===== src/rtl/ahb_burst_arbiter.sv =====
// Two-requester AHB master arbiter and NONSEQ/SEQ burst sequencer.
// Define AHB_ARB_PRIO_EN for fixed priority (requester 0 wins ties) instead of round-robin.
module ahb_burst_arbiter #(
    parameter int ADDR_W = 32,
    parameter int DATA_W = 32
) (
    input  logic                clk,
    input  logic                hreset,
    input  logic [1:0]          req,
    input  logic [2*ADDR_W-1:0] req_addr,
    input  logic [1:0]          req_write,
    input  logic [5:0]          req_burst,
    input  logic [5:0]          req_size,
    input  logic [2*DATA_W-1:0] req_wdata,
    input  logic                hready,
    input  logic                hresp,
    input  logic [DATA_W-1:0]   hrdata,
    output logic [1:0]          m_htrans,
    output logic [ADDR_W-1:0]   m_haddr,
    output logic                m_hwrite,
    output logic [2:0]          m_hburst,
    output logic [2:0]          m_hsize,
    output logic [DATA_W-1:0]   m_hwdata,
    output logic                m_enable,
    output logic [1:0]          grant,
    output logic [1:0]          beat_ack,
    output logic                rd_valid,
    output logic [DATA_W-1:0]   rd_data,
    output logic [1:0]          done,
    output logic                err
);

    typedef enum logic [1:0] {S_IDLE, S_BURST, S_DRAIN, S_ERR} state_t;

    localparam logic [1:0] HT_IDLE   = 2'b00;
    localparam logic [1:0] HT_NONSEQ = 2'b10;
    localparam logic [1:0] HT_SEQ    = 2'b11;

    state_t            state_q, state_d;
    logic              owner_q, owner_d;
    logic [ADDR_W-1:0] addr_q, addr_d;
    logic              write_q, write_d;
    logic [2:0]        burst_q, burst_d;
    logic [2:0]        size_q, size_d;
    logic [3:0]        beat_q, beat_d;
    logic              dphase_q, dphase_d;
    logic [1:0]        grant_q, grant_d;
    logic [1:0]        done_q, done_d;
    logic              err_q, err_d;
    logic              rd_valid_q, rd_valid_d;
    logic [DATA_W-1:0] rd_data_q, rd_data_d;
    logic [DATA_W-1:0] hwdata_q, hwdata_d;
    logic              pick;
    logic [DATA_W-1:0] owner_wdata;

    function automatic logic [3:0] last_beat(input logic [2:0] burst);
        case (burst[2:1])
            2'b00:   last_beat = 4'd0;
            2'b01:   last_beat = 4'd3;
            2'b10:   last_beat = 4'd7;
            default: last_beat = 4'd15;
        endcase
    endfunction

    // WRAP bursts keep the upper bits fixed and wrap inside a beats*inc window.
    function automatic logic [ADDR_W-1:0] next_addr(input logic [ADDR_W-1:0] addr,
                                                    input logic [2:0]        burst,
                                                    input logic [2:0]        size);
        logic [ADDR_W-1:0] inc;
        logic [ADDR_W-1:0] mask;
        logic [ADDR_W-1:0] sum;
        inc  = ADDR_W'(1) << size;
        mask = ((ADDR_W'(last_beat(burst)) + ADDR_W'(1)) << size) - ADDR_W'(1);
        sum  = addr + inc;
        if (!burst[0] && (burst[2:1] != 2'b00))
            next_addr = (addr & ~mask) | (sum & mask);
        else
            next_addr = sum;
    endfunction

`ifdef AHB_ARB_PRIO_EN
    always_comb pick = ~req[0];
`else
    logic last_q, last_d;

    always_comb pick = (&req) ? ~last_q : req[1];

    always_comb begin
        last_d = last_q;
        if (|done_d)
            last_d = owner_q;
    end

    always_ff @(posedge clk or posedge hreset) begin
        if (hreset) last_q <= 1'b1;
        else        last_q <= last_d;
    end
`endif

    assign owner_wdata = owner_q ? req_wdata[2*DATA_W-1:DATA_W] : req_wdata[DATA_W-1:0];

    always_comb begin
        state_d    = state_q;
        owner_d    = owner_q;
        addr_d     = addr_q;
        write_d    = write_q;
        burst_d    = burst_q;
        size_d     = size_q;
        beat_d     = beat_q;
        dphase_d   = dphase_q;
        grant_d    = grant_q;
        done_d     = 2'b00;
        err_d      = 1'b0;
        rd_valid_d = 1'b0;
        rd_data_d  = rd_data_q;
        hwdata_d   = hwdata_q;
        case (state_q)
            S_IDLE: begin
                if (|req) begin
                    owner_d  = pick;
                    addr_d   = pick ? req_addr[2*ADDR_W-1:ADDR_W] : req_addr[ADDR_W-1:0];
                    write_d  = pick ? req_write[1] : req_write[0];
                    burst_d  = pick ? req_burst[5:3] : req_burst[2:0];
                    size_d   = pick ? req_size[5:3] : req_size[2:0];
                    grant_d  = pick ? 2'b10 : 2'b01;
                    beat_d   = 4'd0;
                    dphase_d = 1'b0;
                    state_d  = S_BURST;
                end
            end
            S_BURST: begin
                if (hready) begin
                    // The previous beat's data phase retires in the same cycle this address is accepted.
                    if (dphase_q && !write_q && !hresp) begin
                        rd_valid_d = 1'b1;
                        rd_data_d  = hrdata;
                    end
                    if (write_q)
                        hwdata_d = owner_wdata;
                    addr_d   = next_addr(addr_q, burst_q, size_q);
                    beat_d   = beat_q + 4'd1;
                    dphase_d = 1'b1;
                    if (beat_q == last_beat(burst_q))
                        state_d = S_DRAIN;
                end else if (hresp) begin
                    dphase_d = 1'b0;
                    state_d  = S_ERR;
                end
            end
            S_DRAIN: begin
                if (hready) begin
                    if (!write_q && !hresp) begin
                        rd_valid_d = 1'b1;
                        rd_data_d  = hrdata;
                    end
                    done_d   = grant_q;
                    grant_d  = 2'b00;
                    dphase_d = 1'b0;
                    state_d  = S_IDLE;
                end else if (hresp) begin
                    dphase_d = 1'b0;
                    state_d  = S_ERR;
                end
            end
            S_ERR: begin
                if (hready) begin
                    done_d  = grant_q;
                    err_d   = 1'b1;
                    grant_d = 2'b00;
                    state_d = S_IDLE;
                end
            end
            default: state_d = S_IDLE;
        endcase
    end

    always_ff @(posedge clk or posedge hreset) begin
        if (hreset) begin
            state_q    <= S_IDLE;
            owner_q    <= 1'b0;
            addr_q     <= '0;
            write_q    <= 1'b0;
            burst_q    <= 3'd0;
            size_q     <= 3'd0;
            beat_q     <= 4'd0;
            dphase_q   <= 1'b0;
            grant_q    <= 2'b00;
            done_q     <= 2'b00;
            err_q      <= 1'b0;
            rd_valid_q <= 1'b0;
            rd_data_q  <= '0;
            hwdata_q   <= '0;
        end else begin
            state_q    <= state_d;
            owner_q    <= owner_d;
            addr_q     <= addr_d;
            write_q    <= write_d;
            burst_q    <= burst_d;
            size_q     <= size_d;
            beat_q     <= beat_d;
            dphase_q   <= dphase_d;
            grant_q    <= grant_d;
            done_q     <= done_d;
            err_q      <= err_d;
            rd_valid_q <= rd_valid_d;
            rd_data_q  <= rd_data_d;
            hwdata_q   <= hwdata_d;
        end
    end

    assign m_htrans = (state_q == S_BURST) ? ((beat_q == 4'd0) ? HT_NONSEQ : HT_SEQ) : HT_IDLE;
    assign m_haddr  = addr_q;
    assign m_hwrite = write_q;
    assign m_hburst = burst_q;
    assign m_hsize  = size_q;
    assign m_hwdata = hwdata_q;
    assign m_enable = (state_q != S_IDLE);
    assign grant    = grant_q;
    assign beat_ack = ((state_q == S_BURST) && hready) ? grant_q : 2'b00;
    assign rd_valid = rd_valid_q;
    assign rd_data  = rd_data_q;
    assign done     = done_q;
    assign err      = err_q;

endmodule


===== config.mk =====
export PLATFORM = sky130hd
export DESIGN_NAME = ahb_burst_arbiter
export DESIGN_NICKNAME = d
export VERILOG_FILES = /design/src/rtl/ahb_burst_arbiter.sv
export SDC_FILE = /design/constraint.sdc
export NUM_CORES = 1
export LEC_CHECK = 0
export ABC_AREA = 1
export CAP_MARGIN = 25
export CORE_ASPECT_RATIO = 0.75
export CORE_MARGIN = 4
export CORE_UTILIZATION = 44
export CTS_CLUSTER_DIAMETER = 50
export CTS_CLUSTER_SIZE = 28
export DETAILED_ROUTE_END_ITERATION = 8
export PLACE_DENSITY_LB_ADDON = 0.05
export SKIP_CTS_REPAIR_TIMING = 1
export SLEW_MARGIN = 25
export SYNTH_ARGS = -nofsm -noshare
export SYNTH_HDL_FRONTEND = slang
export SYNTH_SLANG_ARGS = --single-unit

===== constraint.sdc =====
create_clock -name clk -period 4.9 [get_ports clk]
set_input_delay 0.735 -clock clk [delete_from_list [all_inputs] [get_ports clk]]
set_output_delay 0.735 -clock clk [all_outputs]
set_load 0.01 [all_outputs]

== Word-level counts from Yosys, hierarchy flattened ==
Index checks and enable logic that the tools add are counted.
Operators by class
  add/subtract/negate cells: 4
  $mul: 0
  divide/modulo/power cells: 0
  magnitude comparators: 0
  equality and inequality tests: 14
  shift-type cells: 2
  multiplexer cells: 48
  bitwise gates (word level): 5
  reduce and logical (&&, ||, !) cells: 28
Operator list (count)
  32-bit 2-to-1 mux: 9
  32-bit one-hot mux with 2 select lines: 2
  32-bit AND: 2
  32-bit adder: 1
  32-bit NOT: 1
  32-bit bitwise OR: 1
  1-bit by 3-bit << shifter with 32-bit output (first input constant): 1
  5-bit by 3-bit << shifter with 32-bit output: 1
  32-bit by 1-bit subtractor with 32-bit output (second input constant): 1
  2-bit 2-to-1 mux: 12
  4-bit 2-to-1 mux: 4
  1-bit 2-to-1 mux: 13
  2-bit != test (second input constant): 6
  4-bit one-hot mux with 3 select lines: 1
  3-bit AND reduction: 4
  2-bit nonzero test: 5
  2-bit one-hot mux with 4 select lines: 1
  4-bit one-hot mux with 2 select lines: 1
  2-bit equality test (second input constant): 3
  3-bit 2-to-1 mux: 2
  2-bit AND reduction: 3
  2-bit OR reduction: 3
  4-bit by 1-bit adder with 5-bit output (second input constant): 1
  1-bit logical AND: 5
  other kinds (14): 18
Storage, ports and cells
  flip-flop bits (word level): 118
  bits in latches: 0
  memory bits (writable): 0
  memory bits (read-only): 0
  memories: 0

== Depth between registers and ports, before layout ==
Gate-level depths: netlist (run 1).
  depth after elaboration: 13
  gate-level depth with buffers: 19
  depth with buffers taken out: 18

== Worst setup path before layout (run 1) ==
Ideal clock, no wire load.
  kind: register to register
  from: reg size_q[0], in the netlist m_hsize[0]
  to: reg with a tool-made name
  library setup time: 0.120 ns
  data arrival time: 2.471 ns
  setup slack: 2.309 ns
  stages on the path, launching flop included: 18
  buffers on the path: 1
  period minus slack after synthesis: 2.591 ns
  path through: dfrtp_1 buf_2 inv_1 nor2_1 inv_1 nor2_1 inv_1 fa_1 inv_1 nand3_1 nand2_1 a21boi_0 o21ai_1 nand4_1 o21ai_0 nand3_1 o21ai_0 inv_1
RTL lines
  start: declaration: RTL line 44  | logic [2:0] size_q, size_d;
  start signal: assignment: RTL line 199  | size_q <= size_d;

== Worst setup path after layout (run 1) ==
  from: reg state_q[1]
  to: out beat_ack[1]
Between the ends
  word-level cells in the longest chain between the ends: 3
Ends and longest elaborated chain
  start: declaration: RTL line 39  | state_t state_q, state_d;
  start signal: assignment: RTL line 194  | state_q <= state_d;
  2-bit by 1-bit equality test with 1-bit output: RTL line 219  | assign beat_ack = ((state_q == S_BURST) && hready) ? grant_q : 2'b00;
  1-bit logical AND: RTL line 219
  2-bit 2-to-1 mux: RTL line 219
  end: declaration: RTL line 26  | output logic [1:0] beat_ack,
Every way passes these cells.

==> results of run 1 <==
## path summary, 6_finish.rpt
check / slack (ns) / cells after the start / to
min in group asynchronous: 0.82 / 2 / grant[0]$_DFFE_PP0P_
setup / recovery: 1.39 / 7 / beat_ack[1]
max in group asynchronous: 3.19 / 3 / asynchronous set/reset pin
setup reg to reg: 1.74 / 18 / flip-flop
hold reg to reg: 0.49 / 1 / rd_data[8]$_DFFE_PP0P_
hold / removal: 0.49 / 1 / rd_data[8]$_DFFE_PP0P_
## through the flow
step	hold WS, ns	std cells	setup WS, ns	util (%)	total power [mW]
floorplan	0.466	959	1.04	-	4.23
global placement	0.473	1423	1.65	64.3	5.86
detailed placement	0.480	1424	1.60	64.5	5.93
CTS	0.493	1456	1.37	68.2	7.25
global route	0.504	1456	1.20	68.2	7.81
finish	0.485	1456	1.39	68.2	7.24
## worst max-delay path: stages (launching register included)
cell,delay [ns]
dfrtp_1,0.39
inv_1,0.14
ha_1,0.23
buf_4,0.41
nand2_2,0.09
buf_4,0.32
nor2_1,0.18
clkdlybuf4s50_1,0.56
## synthesized netlist by cell type (2+ instances only)
cell / n / share of area, %
nor2_1: 194 / 9.9
nand2_1: 137 / 7.0
dfrtp_1: 117 / 40
o21ai_0: 102 / 7.0
inv_1: 77 / 3.9
nand3_1: 45 / 3.1
a21oi_1: 42 / 2.9
clkbuf_1: 34 / 1.7
o41ai_1: 32 / 3.8
mux2_1: 30 / 4.6
ha_1: 16 / 2.7
xor2_1: 14 / 1.7
o22ai_1: 11 / 0.94
nand4_1: 10 / 0.85
buf_2: 9 / 0.61
nor3_1: 9 / 0.61
xnor2_1: 8 / 0.95
a31oi_1: 7 / 0.60
inv_2: 6 / 0.31
o21ai_1: 6 / 0.41
nand2_2: 5 / 0.43
nand3_2: 5 / 0.68
nor2_4: 4 / 0.61
o211ai_1: 4 / 0.41
a22oi_1: 3 / 0.31
buf_4: 3 / 0.31
a211oi_1: 2 / 0.20
mux2_2: 2 / 0.31
or2_1: 2 / 0.17
## kinds of logic (layout without fill, tap and decap cells)
logic type / after synthesis / after routing / share of synthesized area, %
simple gates: 418 / 418 / 24.3
compound gates: 219 / 219 / 17.7
buf+inv: 133 / 420 / 7.23
flops: 118 / 118 / 40.2
mux: 32 / 32 / 4.91
xor+xnor: 22 / 22 / 2.63
fa+ha+maj: 17 / 17 / 3.00
## cell type report
class | count | area (um^2)
Fill cell | 1420 | 5140
Multi-Input combinational cell | 708 | 3860
Timing Repair Buffer | 303 | 3030
Sequential cell | 118 | 2950
Clock buffer | 19 | 453
Inverter | 85 | 323
Tap cell | 210 | 263
Clock inverter | 13 | 149
## routing by layer
layer / share of wire, % / vias up / wire length (um) / track usage [%]
li1: - / 3778 / - / -
met1: 42 / 3632 / 10500 / 34.4
met2: 47 / 331 / 11800 / 42.4
met3: 9.7 / 40 / 2450 / 8.87
met4: 1.7 / 0 / 430 / 7.63
met5: 0 / - / 0 / 0
## report_power, final
part	switching, mW	internal (mW)
sequential	0.436	1.44
combinational	2.28	1.81
clock	0.496	0.781
==> results.md, run 1 <==
- Post-Layout Inst Area: between 10,000 and 15,000 um^2
- Clk buf depth: 2
- PwrDens: 657 nW/um^2
- Worst skew pair latency: roughly 0.42 ns
- Slew HR: roughly two fifths
- Synth Instances: 959
- Static leakage: 4.83 nW
- CP endpoint kind: output pin
- Mapped Nets: 1,156
- Post-synthesis average cell area: about 7.7 um^2
- Gr ovfl total: 0
- Vias: between 7,000 and 8,000
- Synthesized cell area: between 7000 and 8000 um^2
- Kind of critical path: flip-flop to output pin
- Cell Rows: 40
- Hold path startpoint: rd_data[8]$_DFFE_PP0P_
- H-Tree Depth: 4
- TritonCTS clock tree: built
- Most common cell after layout, fill and taps aside: clkdlybuf4s50_1
- Layout cells sized above 1: 5.86%
- Global-route wire length before repair: ~40,000 um
- Nets@finish: 1,430
- Routed WL per cell: between 15 and 20 um
- Most frequent cells in the layout: 293 x clkdlybuf4s50_1, 194 x nor2_1, 136 x nand2_1, 117 x dfrtp_1, 102 x o21ai_0
- Root buffer cell: clkbuf_16
- Post-synth EDFFs: 0
- Setup violators final: 0
- Register area share after synthesis: ~40%
- Crit. Startpoint: state_q[1]$_DFFE_PP0P_
- Placement Cell Area: approximately 10,000 um^2
- Port Buf Inserts: approximately 300
- Top-level I/O count: slightly below 300
- Tot GR Track Use: a little over a quarter
- Hold WC Path Type: flip-flop to flip-flop
- Post-DRT Antenna Nets: 0
- Vias in the first global route: 7,635
- Flop and latch count out of synthesis: between 100 and 150
- Chip Width: about 160 um
- Max Slew Vio Count: 0
- Pre-antenna DRT Iters: 6
- Fin crit period: ~3.5 ns
- R2r startpoint: m_hsize[0]$_DFFE_PP0P_
- Final Skew: slightly below 0.008 ns
- Peak Freq: between 0.2 and 0.3 GHz
- Area Growth Syn to Fin: 50.2%
- Least-Margin Pin Slew: around 0.91 ns
- Max Cap Viol: 0
- Ys Warns: 0
- Crit share post-route: slightly above 70%
- Worst vdd ir: between 300 and 400 uV
- Fin Setup TNS: 0 ns
- Initial antenna violation count: 0
- CP arrival: around 2.8 ns
- CP max FO: 67
- Die Y: roughly 120 um
- Residual DRC: 0
- Worst setup SP type: flip-flop
- CTS clk-pin slew, worst paths: around 0.060 ns
- Yosys cell types: between 50 and 60
- Final wirelength: between 20,000 and 30,000 um
- Synth Flop Type: dfrtp_1
- Post-synth ARST share: 100%
- Core area: 16,200 um^2
- Initial drt markers: about 700
- Hpwl dp: 18,300 um
- RePlAce Congestion: between 0.9 and 1
- ANT cells: 0
- Largest net degree at the start of global routing: 68
- Num CTS Buffers: 17
- Via density: 5.34
- Status: completed
- Final hold vios: 0
- CTS sink cnt: around 120
- RSZ-0062 raised after global routing: no
- DIE AREA: around 19,000 um^2
- Initial core utilization: a little under half
- WP data required: 4.16 ns
(Power assumes the default switching activity.)
==> run 2, diff against run 1 <==
==> constraint.sdc (replaced) <==
create_clock -name clk -period 3.55 [get_ports clk]
set_input_delay 0.5325 -clock clk [delete_from_list [all_inputs] [get_ports clk]]
set_output_delay 0.5325 -clock clk [all_outputs]
set_load 0.01 [all_outputs]
==> run 2 against run 1 <==
Net effect: design area is 0.15% lower; clock power is 30% higher; flip-flop and latch count stayed put; non-clock buffer count is 5 higher; utilization is 0.10 points lower.
==> results.md, run 2 (synthesis results as in run 1) <==
- CP endpoint kind: flip-flop
- Final Skew: 0.00888 ns (+0.00115 ns)
- Dpl ws: 0.636 ns (-0.966 ns)
- Setup violators final: 0 (unchanged)
- Port Buf Inserts: 293 (unchanged)
- TritonCTS clock tree: built
- Layout cells sized above 1: 6.16% (+0.30 points)
- Pre-antenna DRT Iters: 5 (-1)
- Tot GR Track Use: 26.2% (-0.34 points)
- Largest net degree at the start of global routing: 66 (-2.9%)
- Final hold vios: 0 (unchanged)
- PwrDens: 899 nW/um^2 (+37%)
- Top-level I/O count: 294 (unchanged)
- Most frequent cells in the layout: 293 x clkdlybuf4s50_1, 194 x nor2_1, 136 x nand2_1, 117 x dfrtp_1, 102 x o21ai_0
- Routed WL per cell: 17.1 um (-1.1%)
- CTS sink cnt: 118 (unchanged)
- Static leakage: 4.82 nW (-0.18%)
- RePlAce Congestion: 0.936 (+2.9%)
- ANT cells: 0 (unchanged)
- Area Growth Syn to Fin: 50.0%
- Worst setup SP type: flip-flop
- Vias: 7,770 (-0.14%)
- Final wirelength: 24,900 um (-0.78%)
- Die Y: 120 um (unchanged)
- Residual DRC: 0 (unchanged)
- Global-route wire length before repair: 39,100 um (-1.4%)
- Fin Setup TNS: 0 ns (unchanged)
- Slew HR: 45.7% (+6.5 points)
- Worst vdd ir: 488 uV (+49%)
- Post-DRT Antenna Nets: 0 (unchanged)
- DIE AREA: 18,800 um^2 (unchanged)
- Max Slew Vio Count: 0 (unchanged)
- Register-to-Register Path Depth: 16 (-2)
- Gr ovfl total: 0 (unchanged)
- RSZ-0062 raised after global routing: no
- WP data required: 3.87 ns (-0.29 ns)
- Max Cap Viol: 0 (unchanged)
- Via density: 5.32 (-0.48%)
- WHS: 0.488 ns (+0.00323 ns)
- Peak Freq: between 0.3 and 0.4 GHz
- Chip Width: 157 um (unchanged)
- Hpwl dp: 18,500 um (+0.95%)
- H-Tree Depth: 4 (unchanged)
- CP max FO: 9 (-87%)
- Root buffer cell: clkbuf_16
- CP arrival: 3.32 ns (+0.54 ns)
- Crit share post-route: around 85%
- Initial antenna violation count: 0 (unchanged)
- Worst skew pair latency: 0.43 ns (about the same)
- PnR worst setup slack: 0.543 ns (-0.844 ns)
- Status: completed
- Kind of critical path: flip-flop to flip-flop
- Num CTS Buffers: 17 (unchanged)
- Initial core utilization: 45.4% (unchanged)
- Core area: 16,200 um^2 (unchanged)
- Clk buf depth: 2 (unchanged)
- Nets@finish: 1,435 (+0.35%)
- CTS clk-pin slew, worst paths: 0.06 ns (about the same)
- Most common cell after layout, fill and taps aside: clkdlybuf4s50_1
- Hold WC Path Type: flip-flop to flip-flop
- Fin crit period: around 3 ns
- Vias in the first global route: 7,509 (-1.7%)
- Initial drt markers: 665 (-5.7%)
- Least-Margin Pin Slew: 0.815 ns (-0.0934 ns)
- Hold Path Stages: 1 (unchanged)
- Fillers: 1,355 (-4.6%)
- Cell Rows: 40 (unchanged)
==> run 2: through the flow <==
| stage | util [%] | total power [mW] | cell area, um^2 | instances |
|---|---|---|---|---|
| final | 68.1 | 9.90 | 11000 | 1461 |
| after global routing | 68.1 | 10.7 | 11000 | 1461 |
| after CTS | 68.1 | 9.94 | 11000 | 1461 |
| after detailed placement | 64.6 | 8.22 | 10400 | 1429 |
| after global placement | 64.6 | 8.16 | 10400 | 1429 |
| after floorplan | - | 5.84 | 7340 | 959 |
==> run 2: layout make-up <==
cell class              count  area [um^2]  area share [%]
clock buffers              19          443            4.02
clock inverters            13          124            1.12
inverters                  85          324            2.94
repair buffers            308         3050            27.7
multi-input cells         708         3860            35.0
flip-flops and latches    118         2950            26.8
well taps                 210          263            2.39
==> run 2: per-layer routing <==
metal	track usage (%)	routed length [um]	up-vias
li1	-	-	3800
met1	33.9	10500	3627
met2	41.5	11600	313
met3	10.3	2580	30
met4	6.13	281	0
met5	0	0	-
==> run 2: path summary, 6_finish.rpt <==
check | to | slack, ns | start
setup / recovery | flip-flop | 0.54 | m_hsize[0]$_DFFE_PP0P_
hold / removal | rd_data[9]$_DFFE_PP0P_ | 0.49 | rd_data[9]$_DFFE_PP0P_
setup reg to reg | flip-flop | 0.54 | m_hsize[0]$_DFFE_PP0P_
hold reg to reg | rd_data[9]$_DFFE_PP0P_ | 0.49 | rd_data[9]$_DFFE_PP0P_
max in group asynchronous | asynchronous set/reset pin | 2.26 | hreset
min in group asynchronous | rd_data[14]$_DFFE_PP0P_ | 0.71 | hreset
==> run 2: worst max-delay path: stages (launching register included) <==
cell and delay [ns]:
dfrtp_1 0.48, inv_1 0.17, nor2_1 0.12, inv_1 0.07, nor2_1 0.16, inv_1 0.09, fa_1 0.40, inv_1 0.10
nand3_1 0.07, nand2_1 0.14, a21boi_0 0.15, o21ai_1 0.36, nand4_1 0.16, o21ai_0 0.18, nand3_1 0.08, o21ai_0 0.09
inv_1 0.06
==> run 2: where the power goes <==
| group | internal, mW | leakage (nW) | switching, mW |
|---|---|---|---|
| Sequential | 1.99 | 1.43 | 0.575 |
| Combinational | 2.50 | 3.13 | 3.16 |
| Clock | 0.986 | 0.259 | 0.680 |
| Total | 5.48 | 4.82 | 4.41 |
==> run 3, diff against run 2 <==
==> constraint.sdc (replaced) <==
create_clock -name clk -period 2.8 [get_ports clk]
set_input_delay 0.42 -clock clk [delete_from_list [all_inputs] [get_ports clk]]
set_output_delay 0.42 -clock clk [all_outputs]
set_load 0.01 [all_outputs]
==> run 3 against run 2 <==
Net effect: via count about the same; sequential power is 26% higher; power up 31%; register-to-register slack got worse by 0.39 ns; highest routed layer unchanged; wire length rose by 2.6%; largest power group unchanged; worst hold slack lost 0.11 ns; clock skew grew 0.0020 ns; design area is 2.0% higher.
==> results.md, run 3 (synthesis results as in run 1) <==
- Max Slew Vio Count: 0 (unchanged)
- Core area: 16,200 um^2 (unchanged)
- Most frequent cells in the layout: 293 x clkdlybuf4s50_1, 190 x nor2_1, 131 x nand2_1, 116 x dfrtp_1, 102 x o21ai_0
- Clock share of power: 17.7% (+0.9 points)
- Most frequent CP cell: inv_1
- CTS clk-pin slew, worst paths: 0.06 ns (about the same)
- Top-level I/O count: 294 (unchanged)
- DIE AREA: 18,800 um^2 (unchanged)
- PwrDens: 1150 nW/um^2 (+28%)
- CP delay by family, top: simple AND/OR/NAND/NOR gates
- Pre-antenna DRT Iters: 5 (unchanged)
- Sequential fraction of design power: 25.0% (-1.0 points)
- CP arrival: 2.95 ns (-0.37 ns)
- Chip Width: 157 um (unchanged)
- Int Power: 7.27 mW (+33%)
- Final hold vios: 0 (unchanged)
- Routed WL per cell: 17.3 um (+1.6%)
- ANT cells: 0 (unchanged)
- Num CTS Buffers: 17 (unchanged)
- CP endpoint kind: flip-flop
- Largest net degree at the start of global routing: 65 (-1.5%)
- Crit share post-route: 94.4% (+9.7 points)
- Static leakage: 4.93 nW (+2.3%)
- Hold WC Path Type: input pin to asynchronous set/reset pin
- TritonCTS clock tree: built
- Initial antenna violation count: 0 (unchanged)
- Least-Margin Pin Slew: 0.617 ns (-0.198 ns)
- Port Buf Inserts: 293 (unchanged)
- Nets@finish: 1,449 (+0.98%)
- Comb pwr share: 57.3% (about the same)
- Area Growth Syn to Fin: 53.1%
- Register-to-Register Path Depth: 16 (unchanged)
- Fillers: 1,352 (-0.22%)
- Final Skew: 0.0109 ns (+0.00203 ns)
- Post-DRT Antenna Nets: 0 (unchanged)
- Hpwl dp: 19,100 um (+3.1%)
- WP data required: 3.11 ns (-0.76 ns)
- CP max FO: 5 (-4)
- Tot GR Track Use: 26.4% (+0.23 points)
- Vias in the first global route: 7,532 (+0.31%)
- Max Cap Viol: 0 (unchanged)
- Slew HR: 58.6% (+13 points)
- Fin Setup TNS: 0 ns (unchanged)
- Clk buf depth: 2 (unchanged)
- H-Tree Depth: 4 (unchanged)
- Setup violators final: 0 (unchanged)
- Status: completed
- Layout cells sized above 1: 8.30% (+2.1 points)
- Initial drt markers: 673 (+1.2%)
- Initial core utilization: 45.4% (unchanged)
- Residual DRC: 0 (unchanged)
- Switch share: 44.0% (-0.62 points)
- Die Y: 120 um (unchanged)
- CP Buf/Inv Count: 4 (-1)
- Reg-to-reg slack, setup: 0.16 ns (-0.39 ns)
- Crit path cell chain: nor2_2 > inv_1 > nor2_2 > ha_2 > inv_1 > fa_1 > inv_2 > nand3_1 > nand2_2 > a21boi_1 > o21ai_2 > nand4_1 > o21ai_0 > nand3_1 > o21ai_0 > inv_1
- CP max stage cell: dfrtp_2
- Worst vdd ir: 599 uV (+23%)
- Post-Layout Inst Area: 11,200 um^2 (+2.0%)
- Via density: 5.27 (-0.99%)
- Cell Rows: 40 (unchanged)
- Peak Freq: 0.378 GHz (+14%)
- RePlAce Congestion: 0.915 (-2.2%)
- CP max stage delay: 0.43 ns (-0.05 ns)
- R2r startpoint: m_hsize[0]$_DFFE_PP0P_
- Kind of critical path: flip-flop to flip-flop
- Gr ovfl total: 0 (unchanged)
- Worst setup SP type: flip-flop
- Global-route wire length before repair: 39,600 um (+1.1%)
- Final wirelength: 25,600 um (+2.6%)
- Fin crit period: 2.64 ns (-0.364 ns)
- Placement Cell Area: 10,600 um^2 (+1.0%)
- CTS sink cnt: 118 (unchanged)
- Most common cell after layout, fill and taps aside: clkdlybuf4s50_1
- Psw: 5.70 mW (+29%)
- Worst skew pair latency: 0.43 ns (about the same)
- Root buffer cell: clkbuf_16
- Vias: 7,767 (-0.039%)
run 3: changes by cell type in the layout (fill, tap and decap cells not counted), sizes merged:
cell,previous run,this run
buf,15,29
clkinvlp,7,4
bufinv,1,3
inv,85,86
run 3: stage by stage:
| stage | instances | utilization, % | setup slack [ns] | total power [mW] | hold WS [ns] |
|---|---|---|---|---|---|
| floorplan | 959 | - | 0.209 | 7.40 | 0.466 |
| global placement | 1438 | 65.2 | 0.160 | 10.5 | 0.474 |
| detailed placement | 1439 | 65.3 | -0.0249 | 10.6 | 0.481 |
| CTS | 1471 | 69.1 | -0.0936 | 12.9 | 0.389 |
| global route | 1475 | 69.5 | -0.0112 | 13.9 | 0.435 |
| finish | 1475 | 69.5 | 0.158 | 13.0 | 0.383 |
run 3: cell type report:
type                            instances  area, um^2  area share [%]
Clock inverter                         13         170            1.51
Multi-Input combinational cell        708        3890            34.7
Sequential cell                       118        2960            26.3
Clock buffer                           19         443            3.94
Tap cell                              210         263            2.34
Timing Repair Buffer                  322        3180            28.3
Inverter                               85         324            2.88
run 3: power groups by stage:
| stage | Sequential (mW) | Clock, mW | Combinational, mW |
|---|---|---|---|
| after floorplan | 3.43 | 0 | 3.97 |
| after detailed placement | 3.24 | 0 | 7.33 |
| after global placement | 3.22 | 0 | 7.23 |
| after CTS | 3.23 | 2.33 | 7.39 |
| final | 3.24 | 2.30 | 7.43 |
| after global routing | 3.35 | 2.40 | 8.15 |
run 3: how the worst max path moves through the flow:
stage,cells past startpoint,slack (ns),startpoint,endpoint
after floorplan,17,0.21,m_hsize[0]$_DFFE_PP0P_,flip-flop
after global placement,16,0.16,m_hsize[0]$_DFFE_PP0P_,flip-flop
after detailed placement,16,-0.02,m_hsize[0]$_DFFE_PP0P_,flip-flop
after CTS,16,-0.09,m_hsize[0]$_DFFE_PP0P_,flip-flop
after global routing,17,-0.01,m_hsize[1]$_DFFE_PP0P_,flip-flop
final,16,0.16,m_hsize[0]$_DFFE_PP0P_,flip-flop
run 3: layer usage:
metal  track usage, %  wire length [um]  part of all wire (%)  vias to the layer above
li1                 -                 -                     -                     3818
met1             34.8             11000                    43                     3625
met5                0                 0                     0                        -
met3             9.59              2520                   9.8                       22
met2             41.9             11800                    46                      302
met4             5.80               266                   1.0                        0
